--- src/rtl/fifo_drain_ctrl.sv ---
// Drains an upstream FIFO into a 2-entry output buffer with a valid/ready output handshake.
// Optional define FIFO_DRAIN_BEAT_CNT_EN enables the 16-bit beat_cnt transfer counter.
`timescale 1ns/1ps
module fifo_drain_ctrl #(
    parameter int unsigned FIFO_W = 32
) (
    input  logic              clk,
    input  logic              reset,
    input  logic              drain_en,
    input  logic              fifo_empty,
    input  logic [FIFO_W-1:0] fifo_data,
    output logic              read_en,
    output logic              out_valid,
    input  logic              out_ready,
    output logic [FIFO_W-1:0] out_data,
    output logic [15:0]       beat_cnt
);

    typedef enum logic [1:0] {
        OccEmpty = 2'd0,
        OccOne   = 2'd1,
        OccTwo   = 2'd2
    } occ_e;

    occ_e              occ_q, occ_d;
    logic              inflight_q, inflight_d;
    logic              valid_q;
    logic [FIFO_W-1:0] head_q, head_d;
    logic [FIFO_W-1:0] tail_q, tail_d;
    logic              pop, push;
    logic [2:0]        credit;

    always_comb begin
        pop  = (occ_q != OccEmpty) && out_ready;
        push = inflight_q;
        // Occupancy seen at the edge: a departing word frees its slot for the word requested now,
        // which keeps one word per cycle flowing while still never exceeding two entries.
        credit  = {1'b0, occ_q} - {2'b00, pop} + {2'b00, inflight_q};
        read_en = !reset && drain_en && !fifo_empty && (credit < 3'd2);
    end

    always_comb begin
        occ_d      = occ_q;
        head_d     = head_q;
        tail_d     = tail_q;
        inflight_d = read_en;
        case ({push, pop})
            2'b10: begin
                if (occ_q == OccEmpty) begin
                    head_d = fifo_data;
                    occ_d  = OccOne;
                end else begin
                    tail_d = fifo_data;
                    occ_d  = OccTwo;
                end
            end
            2'b01: begin
                head_d = tail_q;
                occ_d  = (occ_q == OccTwo) ? OccOne : OccEmpty;
            end
            2'b11: begin
                if (occ_q == OccTwo) begin
                    head_d = tail_q;
                    tail_d = fifo_data;
                end else begin
                    head_d = fifo_data;
                end
            end
            default: begin
            end
        endcase
    end

    always_ff @(posedge clk or posedge reset) begin
        if (reset) begin
            occ_q      <= OccEmpty;
            inflight_q <= 1'b0;
            valid_q    <= 1'b0;
            head_q     <= '0;
            tail_q     <= '0;
        end else begin
            occ_q      <= occ_d;
            inflight_q <= inflight_d;
            valid_q    <= (occ_d != OccEmpty);
            head_q     <= head_d;
            tail_q     <= tail_d;
        end
    end

    assign out_valid = valid_q;
    assign out_data  = head_q;

`ifdef FIFO_DRAIN_BEAT_CNT_EN
    logic [15:0] beat_cnt_q, beat_cnt_d;

    always_comb begin
        beat_cnt_d = beat_cnt_q;
        if (pop) begin
            beat_cnt_d = beat_cnt_q + 16'd1;
        end
    end

    always_ff @(posedge clk or posedge reset) begin
        if (reset) begin
            beat_cnt_q <= 16'd0;
        end else begin
            beat_cnt_q <= beat_cnt_d;
        end
    end

    assign beat_cnt = beat_cnt_q;
`else
    assign beat_cnt = 16'd0;
`endif

endmodule

--- config.mk ---
export PLATFORM = sky130hd
export DESIGN_NAME = fifo_drain_ctrl
export DESIGN_NICKNAME = d
export VERILOG_FILES = /design/src/rtl/fifo_drain_ctrl.sv
export SDC_FILE = /design/constraint.sdc
export NUM_CORES = 1
export LEC_CHECK = 0
export ABC_AREA = 1
export BUFFER_PORTS_ARGS = -buffer_cell sky130_fd_sc_hd__buf_2
export CAP_MARGIN = 10
export CORE_MARGIN = 2
export CORE_UTILIZATION = 57
export DETAILED_ROUTE_END_ITERATION = 10
export GPL_TIMING_DRIVEN = 0
export PLACE_DENSITY = 0.86
export SLEW_MARGIN = 15
export SYNTH_ARGS = -nofsm -noshare
export SYNTH_HDL_FRONTEND = slang
export SYNTH_SLANG_ARGS = --single-unit
--- constraint.sdc ---
create_clock -name clk -period 6.95 [get_ports clk]
set_input_delay 1.39 -clock clk [delete_from_list [all_inputs] [get_ports clk]]
set_output_delay 1.39 -clock clk [all_outputs]
set_load 0.005 [all_outputs]
==> impl_metrics.tcl, run 1 <==
set metrics [dict create \
    die_h_um 80.6 \
    fmax_mhz 230 \
    layout.nets 572 \
    holdPathEnd "out_data[5]$_DFFE_PP0P_" \
    post-route-period-util_pct 62.6 \
    ys_seq_elements 68 \
    rsz0062_at_grt "no" \
    status "finished, violations left" \
    grt_start_max_net_pins 48 \
    cts_buffer_depth 2 \
    hold_viol_final 0 \
    required_ps 5560 \
    wire_per_inst_um 12.5 \
    start_util_pct 60.0 \
    slowest_stage "fa_1" \
    route.detailed.drc 4 \
    place_congestion 0.830 \
    dieWidth_um 80.6 \
    place_inst 591 \
    cp-end-kind "output port" \
    postRouteAntennaNets 0 \
    r2r_end "tail_q[13]$_DFFE_PP0P_" \
    num_rows 27 \
    fin_skew_ps 5.79 \
    antenna_found_initial 0 \
    finalCoreUtilization_pct 72.6 \
    dr.pass1.iters 7 \
    crit_path_start_kind "input port" \
    cts-root-buf "clkbuf_8" \
    cp_top_family "adder cells" \
    grt_pass1_wl_um 12700 \
    regToRegStartpoint "occ_q[1]$_DFF_PP0_" \
    cp.depth 10 \
    ctsHoldBuffers 0 \
    fp.dieArea_sq_um 6500 \
    reg2reg_slack_ps 4710 \
    cts.clk_slew.worst_paths_ps 70 \
    reg2reg_depth 10 \
    final_common_cell "nand2_1" \
    port_buffers 70 \
    cts_sinks 68 \
    path_cells "buf_2, nand2_2, inv_2, ha_1, inv_1, nand2_1, fa_1, nand3_1, nor2_1, buf_2" \
    nFillCells 419 \
    ios 87 \
    hp-class "reg2reg" \
    ys_seq_area_share_pct 50.8 \
    drtIter0Drc 216 \
    dpl.hpwl_um 5280 \
    setup_viol 0 \
    grt_usage_pct 25.7 \
    routed_wl_um 7570 \
    cts_max_level 3 \
    synth_cell_types 22 \
    syn_avg_cell_area_sq_um 7.73 \
    syn2layout_area_growth_pct 21.0 \
    syn-cell-area_sq_um 3350 \
    viasPerCell 4.95 \
    path_common_cell "buf_2" \
    path_max_fanout 4 \
    irDropWorstVdd_mv 0.226 \
    drive_gt1_share_pct 23.3 \
    powerDensity_nw_per_um2 433 \
    violations "design-rule violations" \
    worst-path-buf-inv 4 \
    worst_path_largest_cell_delay_ps 490 \
    cp.arrival_ps 2960 \
    cts_buffers 9 \
    fin_crit_ps 4350 \
    gr-total-overflow 0 \
    slew_viol_final 0 \
    final_cell_mix "202 x nand2_1, 76 x buf_2, 68 x dfrtp_1" \
    critPathKind "in2out" \
    vias 2996 \
    syn_inst 433 \
    core_area_sq_um 5570 \
    hp-start "out_data[5]$_DFFE_PP0P_" \
    post-cts-setup-buffer-count 0 \
    antenna_cells 0 \
    insertion_delay_ps 340 \
    stdcell_count 605 \
    setup_tns_ps 0 \
    grt_pass1_vias 2907 \
    cts_tree "done" \
    yosys_warnings 0 \
    post_cts_resized 0 \
    p_leak_nw 2.38 \
    drv_cap 0 \
    whs_path_depth 2 \
]
==> Yosys cell counts <==
cell | count | share of area [%]
buf_1 | 2 | 0.22
buf_2 | 6 | 0.90
buf_4 | 19 | 4.3
buf_6 | 3 | 1.0
clkbuf_1 | 4 | 0.45
clkbuf_2 | 3 | 0.45
conb_1 | 1 | 0.11
dfrtp_1 | 68 | 51
fa_1 | 1 | 0.60
ha_1 | 4 | 1.5
inv_1 | 41 | 4.6
inv_2 | 1 | 0.11
nand2_1 | 202 | 23
nand2_2 | 1 | 0.19
nand3_1 | 35 | 5.2
nand3_2 | 1 | 0.30
nor2_1 | 3 | 0.34
nor2_2 | 1 | 0.19
nor2_4 | 1 | 0.34
o21ai_0 | 33 | 4.9
o21ai_2 | 2 | 0.52
xor2_1 | 1 | 0.26
==> cell families (layout without fill, tap and decap cells) <==
kind of cell / count (synthesis) / count (layout) / synth area share (%)
simple gates: 244 / 244 / 29.2
fa+ha+maj: 5 / 5 / 2.09
flops: 68 / 68 / 50.8
compound gates: 35 / 35 / 5.46
buf+inv: 79 / 164 / 12.0
other cells: 1 / 16 / 0.112
xor+xnor: 1 / 1 / 0.262
==> how the worst max path moves through the flow <==
stage	startpoint	end	slack (ps)
5_1_grt	out_ready	read_en	2420
2_1_floorplan	out_ready	read_en	2920
3_5_place_dp	out_ready	read_en	2600
6_report	out_ready	read_en	2600
3_3_place_gp	out_ready	read_en	2650
4_1_cts	out_ready	read_en	2580
==> routing by layer <==
metal | GRT usage (%) | share of wire, % | vias to the layer above
met5 | 0 | 0 | -
met4 | 11.9 | 2.6 | 0
met1 | 32.2 | 43 | 1389
met3 | 4.16 | 5.5 | 21
met2 | 43.4 | 49 | 110
li1 | - | - | 1476
==> stage by stage <==
stage	cell area, sq um	setup WS [ps]	total power, W	hold WS (ps)
2_1_floorplan	3400	2920	0.00121	472
3_3_place_gp	3840	2650	0.00142	456
3_5_place_dp	3870	2600	0.00146	460
4_1_cts	4050	2580	0.00176	479
5_1_grt	4050	2420	0.00192	505
6_report	4050	2600	0.00175	473
==> worst reg2reg max path, cell delays in order, from the launching register on <==
cell	delay [ps]
dfrtp_1	480
nor2_2	200
inv_1	110
nand2_2	100
inv_2	70
ha_1	210
inv_1	80
nand2_1	70
o21ai_2	360
clkbuf_2	310
o21ai_0	120
==> final cells by class <==
| cell class | instances | area, sq um | area share, % |
|---|---|---|---|
| plain buffers | 37 | 244 | 6.03 |
| clock buffers | 12 | 165 | 4.08 |
| clock inverters | 2 | 10.0 | 0.247 |
| inverters | 42 | 160 | 3.96 |
| multi-input cells | 301 | 1300 | 32.1 |
| flip-flops and latches | 68 | 1700 | 42.0 |
| well taps | 72 | 90.1 | 2.22 |
| repair buffers | 71 | 378 | 9.33 |
==> flip-flops by register name, indices dropped and copies added (netlist names) <==
register	flops
inflight_q	1
occ_q	2
out_data	32
tail_q	32
out_valid	1
==> where the power goes <==
part	switching (W)	total, W	internal, W
Combinational	0.000452	0.000761	0.000308
Sequential	0.000105	0.000696	0.000591
Clock	0.000143	0.000296	0.000154
Power figures use the tool's default switching activity.
==> inputs of run 2 (changes only) <==
- CORE_UTILIZATION: 57 -> 48
- PLACE_DENSITY: 0.86 -> 0.77
- clock period: 6.95 -> 3.5 ns (I/O delays scaled with it)
==> impl_metrics.tcl, run 2 (synthesized netlist as in run 1, its figures left out) <==
set metrics [dict create \
    path_common_cell "inv_1" \
    critPathKind "reg2out" \
    die_h_um 87.5 \
    reg2reg_depth 10 \
    cts_buffers 9 \
    p_sw_share_pct 40.1 \
    status "completed" \
    irDropWorstVdd_mv 0.393 \
    insertion_delay_ps 340 \
    port_buffers 70 \
    ios 87 \
    path_max_fanout 6 \
    antenna_cells 0 \
    layout.nets 572 \
    required_ps 2800 \
    cp-end-kind "output port" \
    final_cell_mix "202 x nand2_1, 76 x buf_2, 68 x dfrtp_1" \
    fmax_mhz 307 \
    slew_viol_final 0 \
    grt_start_max_net_pins 56 \
    postRouteAntennaNets 0 \
    grt_pass1_wl_um 12600 \
    dieWidth_um 87.5 \
    num_rows 30 \
    ctsHoldBuffers 0 \
    internal-power_w 0.00206 \
    dpl.hpwl_um 5260 \
    hp-class "in2async" \
    p_leak_nw 2.37 \
    cts.clk_slew.worst_paths_ps 80 \
    path_cells "nor2_2, inv_1, nand2_2, inv_2, ha_1, inv_1, nand2_1, fa_1, nand3_1, nor2_1, buf_2" \
    place_inst 599 \
    post-route-period-util_pct 93.0 \
    post-cts-setup-buffer-count 0 \
    wire_per_inst_um 12.0 \
    regToRegStartpoint "occ_q[1]$_DFF_PP0_" \
    wl_met3_um 457 \
    drive_gt1_share_pct 23.2 \
    fin_area_sq_um 4050 \
    nFillCells 617 \
    seq_power_share_pct 39.8 \
    cts_buffer_depth 2 \
    setup_viol 0 \
    final_common_cell "nand2_1" \
    fin_skew_ps 10.0 \
    stdcell_count 615 \
    drtIter0Drc 143 \
    p_sw_w 0.00138 \
    cts-root-buf "clkbuf_8" \
    cts_max_level 3 \
    r2r_end "tail_q[19]$_DFFE_PP0P_" \
    finalCoreUtilization_pct 60.0 \
    cp.arrival_ps 2560 \
    route.detailed.drc 0 \
    wl_met2_um 3600 \
    crit_path_start_kind "register" \
    place_congestion 0.800 \
    rsz0062_at_grt "no" \
    cts_sinks 68 \
    cts_tree "done" \
    start_util_pct 49.5 \
    power_frac_clock_pct 16.5 \
    core_area_sq_um 6760 \
    comb_power_share_pct 43.7 \
    wl_met1_um 3190 \
    reg2reg_slack_ps 1270 \
    top_layer_used "met4" \
    setup_tns_ps 0 \
    viasPerCell 4.82 \
    hold_viol_final 0 \
    drv_cap 0 \
    dr.pass1.iters 5 \
    fin_crit_ps 3260 \
    routed_wl_um 7380 \
    fp.dieArea_sq_um 7660 \
    grt_usage_pct 20.7 \
    grt_pass1_vias 2916 \
    placed_area_sq_um 3880 \
    syn2layout_area_growth_pct 21.1 \
    powerDensity_nw_per_um2 848 \
    slowest_stage "fa_1" \
    worst_path_largest_cell_delay_ps 490 \
    vias 2963 \
    gr-total-overflow 0 \
    antenna_found_initial 0 \
    post_cts_resized 0 \
    total_power_w 0.00344 \
]
run 2: changes by cell type in the layout (fill, tap and decap cells not counted):
cell        previous run  this run
clkbuf_1               4         6
clkbuf_8              12        10
clkinvlp_4             0         2
run 2: critical path, delay by kind of cell (launching register included):
family	cells	cell delay, ps
simple gates	5	570
flops	1	480
fa+ha+maj	2	790
buf+inv	4	380
run 2: how the worst max path moves through the flow:
stage	startpoint	endpoint	slack, ps	depth (start not counted)
after CTS	occ_q[1]$_DFF_PP0_	read_en	220	11
after global routing	occ_q[1]$_DFF_PP0_	read_en	50	11
after global placement	reset	out_data[3]$_DFFE_PP0P_	220	2
after floorplan	occ_q[1]$_DFF_PP0_	read_en	820	10
after detailed placement	out_ready	read_en	560	10
final	occ_q[1]$_DFF_PP0_	read_en	240	11
run 2: final cells by class:
cell class / instances / area [sq um] / area share, %
buffer: 37 / 244 / 6.02
clock buffer: 12 / 145 / 3.58
clock inverter: 4 / 25.0 / 0.617
inverter: 42 / 160 / 3.95
multi-input combinational: 301 / 1300 / 32.1
sequential: 68 / 1700 / 42.0
tap: 80 / 100 / 2.47
timing repair buffer: 71 / 378 / 9.32
run 2: stage by stage:
| step | hold WS (ps) | worst slack [ps] |
|---|---|---|
| 2_1_floorplan | 472 | 823 |
| 3_3_place_gp | 458 | 225 |
| 3_5_place_dp | 459 | 558 |
| 4_1_cts | 283 | 216 |
| 5_1_grt | 302 | 50.0 |
| 6_report | 281 | 244 |
run 2: power groups by stage:
stage / Sequential (W) / Combinational (W) / Clock (W)
floorplan: 0.00138 / 0.00103 / 0
global placement: 0.00137 / 0.00147 / 0
detailed placement: 0.00138 / 0.00152 / 0
CTS: 0.00137 / 0.00153 / 0.000578
global route: 0.00141 / 0.00175 / 0.000608
finish: 0.00137 / 0.00150 / 0.000566
run 2: routing by layer:
metal  global-route usage [%]  vias to the layer above
met5                        0                        -
met4                     8.67                        0
met3                     4.27                       15
met2                     34.8                       91
met1                     26.0                     1374
li1                         -                     1483
==> inputs of run 3 (changes only) <==
- RECOVER_POWER: not set -> 50
==> impl_metrics.tcl, run 3 (synthesized netlist as in run 1, its figures left out) <==
set metrics [dict create \
    status "completed" \
    core_area_sq_um 6760 \
    place_ws_ps 558 \
    seq_area_sq_um 1700 \
    drtIter0Drc 144 \
    irDropWorstVdd_mv 0.392 \
    drive_gt1_share_pct 22.1 \
    worst_slew_pin_slew_ps 1350 \
    cts_buffers 9 \
    use_met1_pct 26.0 \
    stdcell_count 615 \
    top_usage_layer "met2" \
    ios 87 \
    multi_input_area_sq_um 1300 \
    nFillCells 626 \
    post_cts_resized 0 \
    antenna_cells 0 \
    hp-class "in2async" \
    drv_cap 0 \
    syn2layout_area_growth_pct 20.2 \
    postRouteAntennaNets 0 \
    route.detailed.drc 0 \
    grt_pass1_vias 2916 \
    start_util_pct 49.5 \
    fp.dieArea_sq_um 7660 \
    final_cell_mix "202 x nand2_1, 70 x buf_2, 68 x dfrtp_1" \
    setup_tns_ps 0 \
    post-route-period-util_pct 92.9 \
    antenna_found_initial 0 \
    cts_max_level 3 \
    port_buffers 70 \
    viasPerCell 4.78 \
    finalCoreUtilization_pct 59.5 \
    place_congestion 0.800 \
    crit_path_start_kind "register" \
    die_h_um 87.5 \
    r2r_end "tail_q[19]$_DFFE_PP0P_" \
    slowest_stage "fa_1" \
    path_cells "nor2_2, inv_1, nand2_2, inv_2, ha_1, inv_1, nand2_1, fa_1, nand3_1, nor2_1, buf_2" \
    hold_viol_final 0 \
    grt_use_met3_pct 4.27 \
    reg2reg_depth 10 \
    grt_usage_pct 20.7 \
    use_met2_pct 34.8 \
    path_common_cell "inv_1" \
    wire_per_inst_um 12.0 \
    cts_tree "done" \
    place_inst 599 \
    p_leak_nw 2.33 \
    cts-root-buf "clkbuf_8" \
    required_ps 2800 \
    dpl.hpwl_um 5260 \
    cp.arrival_ps 2550 \
    dr.pass1.iters 4 \
    final_common_cell "nand2_1" \
    layout.nets 572 \
    routed_wl_um 7380 \
    regToRegStartpoint "occ_q[1]$_DFF_PP0_" \
    post-cts-setup-buffer-count 0 \
    cts_sinks 68 \
    fmax_mhz 307 \
    ctsHoldBuffers 0 \
    path_max_fanout 6 \
    num_rows 30 \
    cp-end-kind "output port" \
    insertion_delay_ps 340 \
    relSlewSlack_pct 9.70 \
    setup_viol 0 \
    cts.clk_slew.worst_paths_ps 80 \
    critPathKind "reg2out" \
    vias 2938 \
    reg2reg_slack_ps 1270 \
    worst_path_largest_cell_delay_ps 490 \
    rsz0062_at_grt "no" \
    dieWidth_um 87.5 \
    worst_slack_ps 247 \
    gr-total-overflow 0 \
    grt_pass1_wl_um 12600 \
    cts_buffer_depth 2 \
    fin_skew_ps 9.75 \
    fin_hold_ws_ps 392 \
    powerDensity_nw_per_um2 851 \
    slew_viol_final 0 \
    grt_start_max_net_pins 56 \
    fin_crit_ps 3250 \
]
==> run 3: cell count changes in the layout (fill, tap and decap cells not counted), sizes merged <==
cell      previous run  this run
clkbuf              19        25
inv                 42        41
buf                101        95
clkinvlp             2         3
==> run 3: report_power, final <==
part / switching [W] / total, W / internal (W)
registers: 0.000197 / 0.00137 / 0.00117
logic: 0.000887 / 0.00149 / 0.000603
clock network: 0.000290 / 0.000565 / 0.000274
==> run 3: worst max path at each step <==
stage	start	depth (start not counted)	slack [ps]	end
2_1_floorplan	occ_q[1]$_DFF_PP0_	10	820	read_en
6_report	occ_q[1]$_DFF_PP0_	11	250	read_en
3_3_place_gp	reset	2	220	out_data[3]$_DFFE_PP0P_
5_1_grt	occ_q[1]$_DFF_PP0_	11	50	read_en
3_5_place_dp	out_ready	10	560	read_en
4_1_cts	occ_q[1]$_DFF_PP0_	11	220	read_en
==> run 3: worst max-delay path, delay by kind of cell (launching register included) <==
| family | cells | cell delay (ps) |
|---|---|---|
| DFF | 1 | 470 |
| buffers and inverters | 4 | 380 |
| adders and majority gates | 2 | 790 |
| and+or+nand+nor | 5 | 570 |
==> run 3: area by class of cell <==
cell class | count | share of cell area (%)
Sequential cell | 68 | 42.3
Multi-Input combinational cell | 301 | 32.3
Timing Repair Buffer | 71 | 8.65
Buffer | 37 | 6.07
Inverter | 42 | 3.95
Clock buffer | 12 | 3.61
Tap cell | 80 | 2.49
Clock inverter | 4 | 0.622
==> run 3: stage by stage <==
stage / total power, W / instance area [sq um]
floorplan: 0.00241 / 3400
global placement: 0.00284 / 3850
detailed placement: 0.00290 / 3880
CTS: 0.00348 / 4050
global route: 0.00376 / 4020
finish: 0.00342 / 4020
==> run 3: routing by layer <==
| metal | share of wire (%) | wire, um |
|---|---|---|
| met1 | 43 | 3190 |
| met2 | 49 | 3620 |
| met4 | 1.8 | 131 |
| met3 | 5.9 | 436 |
| met5 | 0 | 0 |
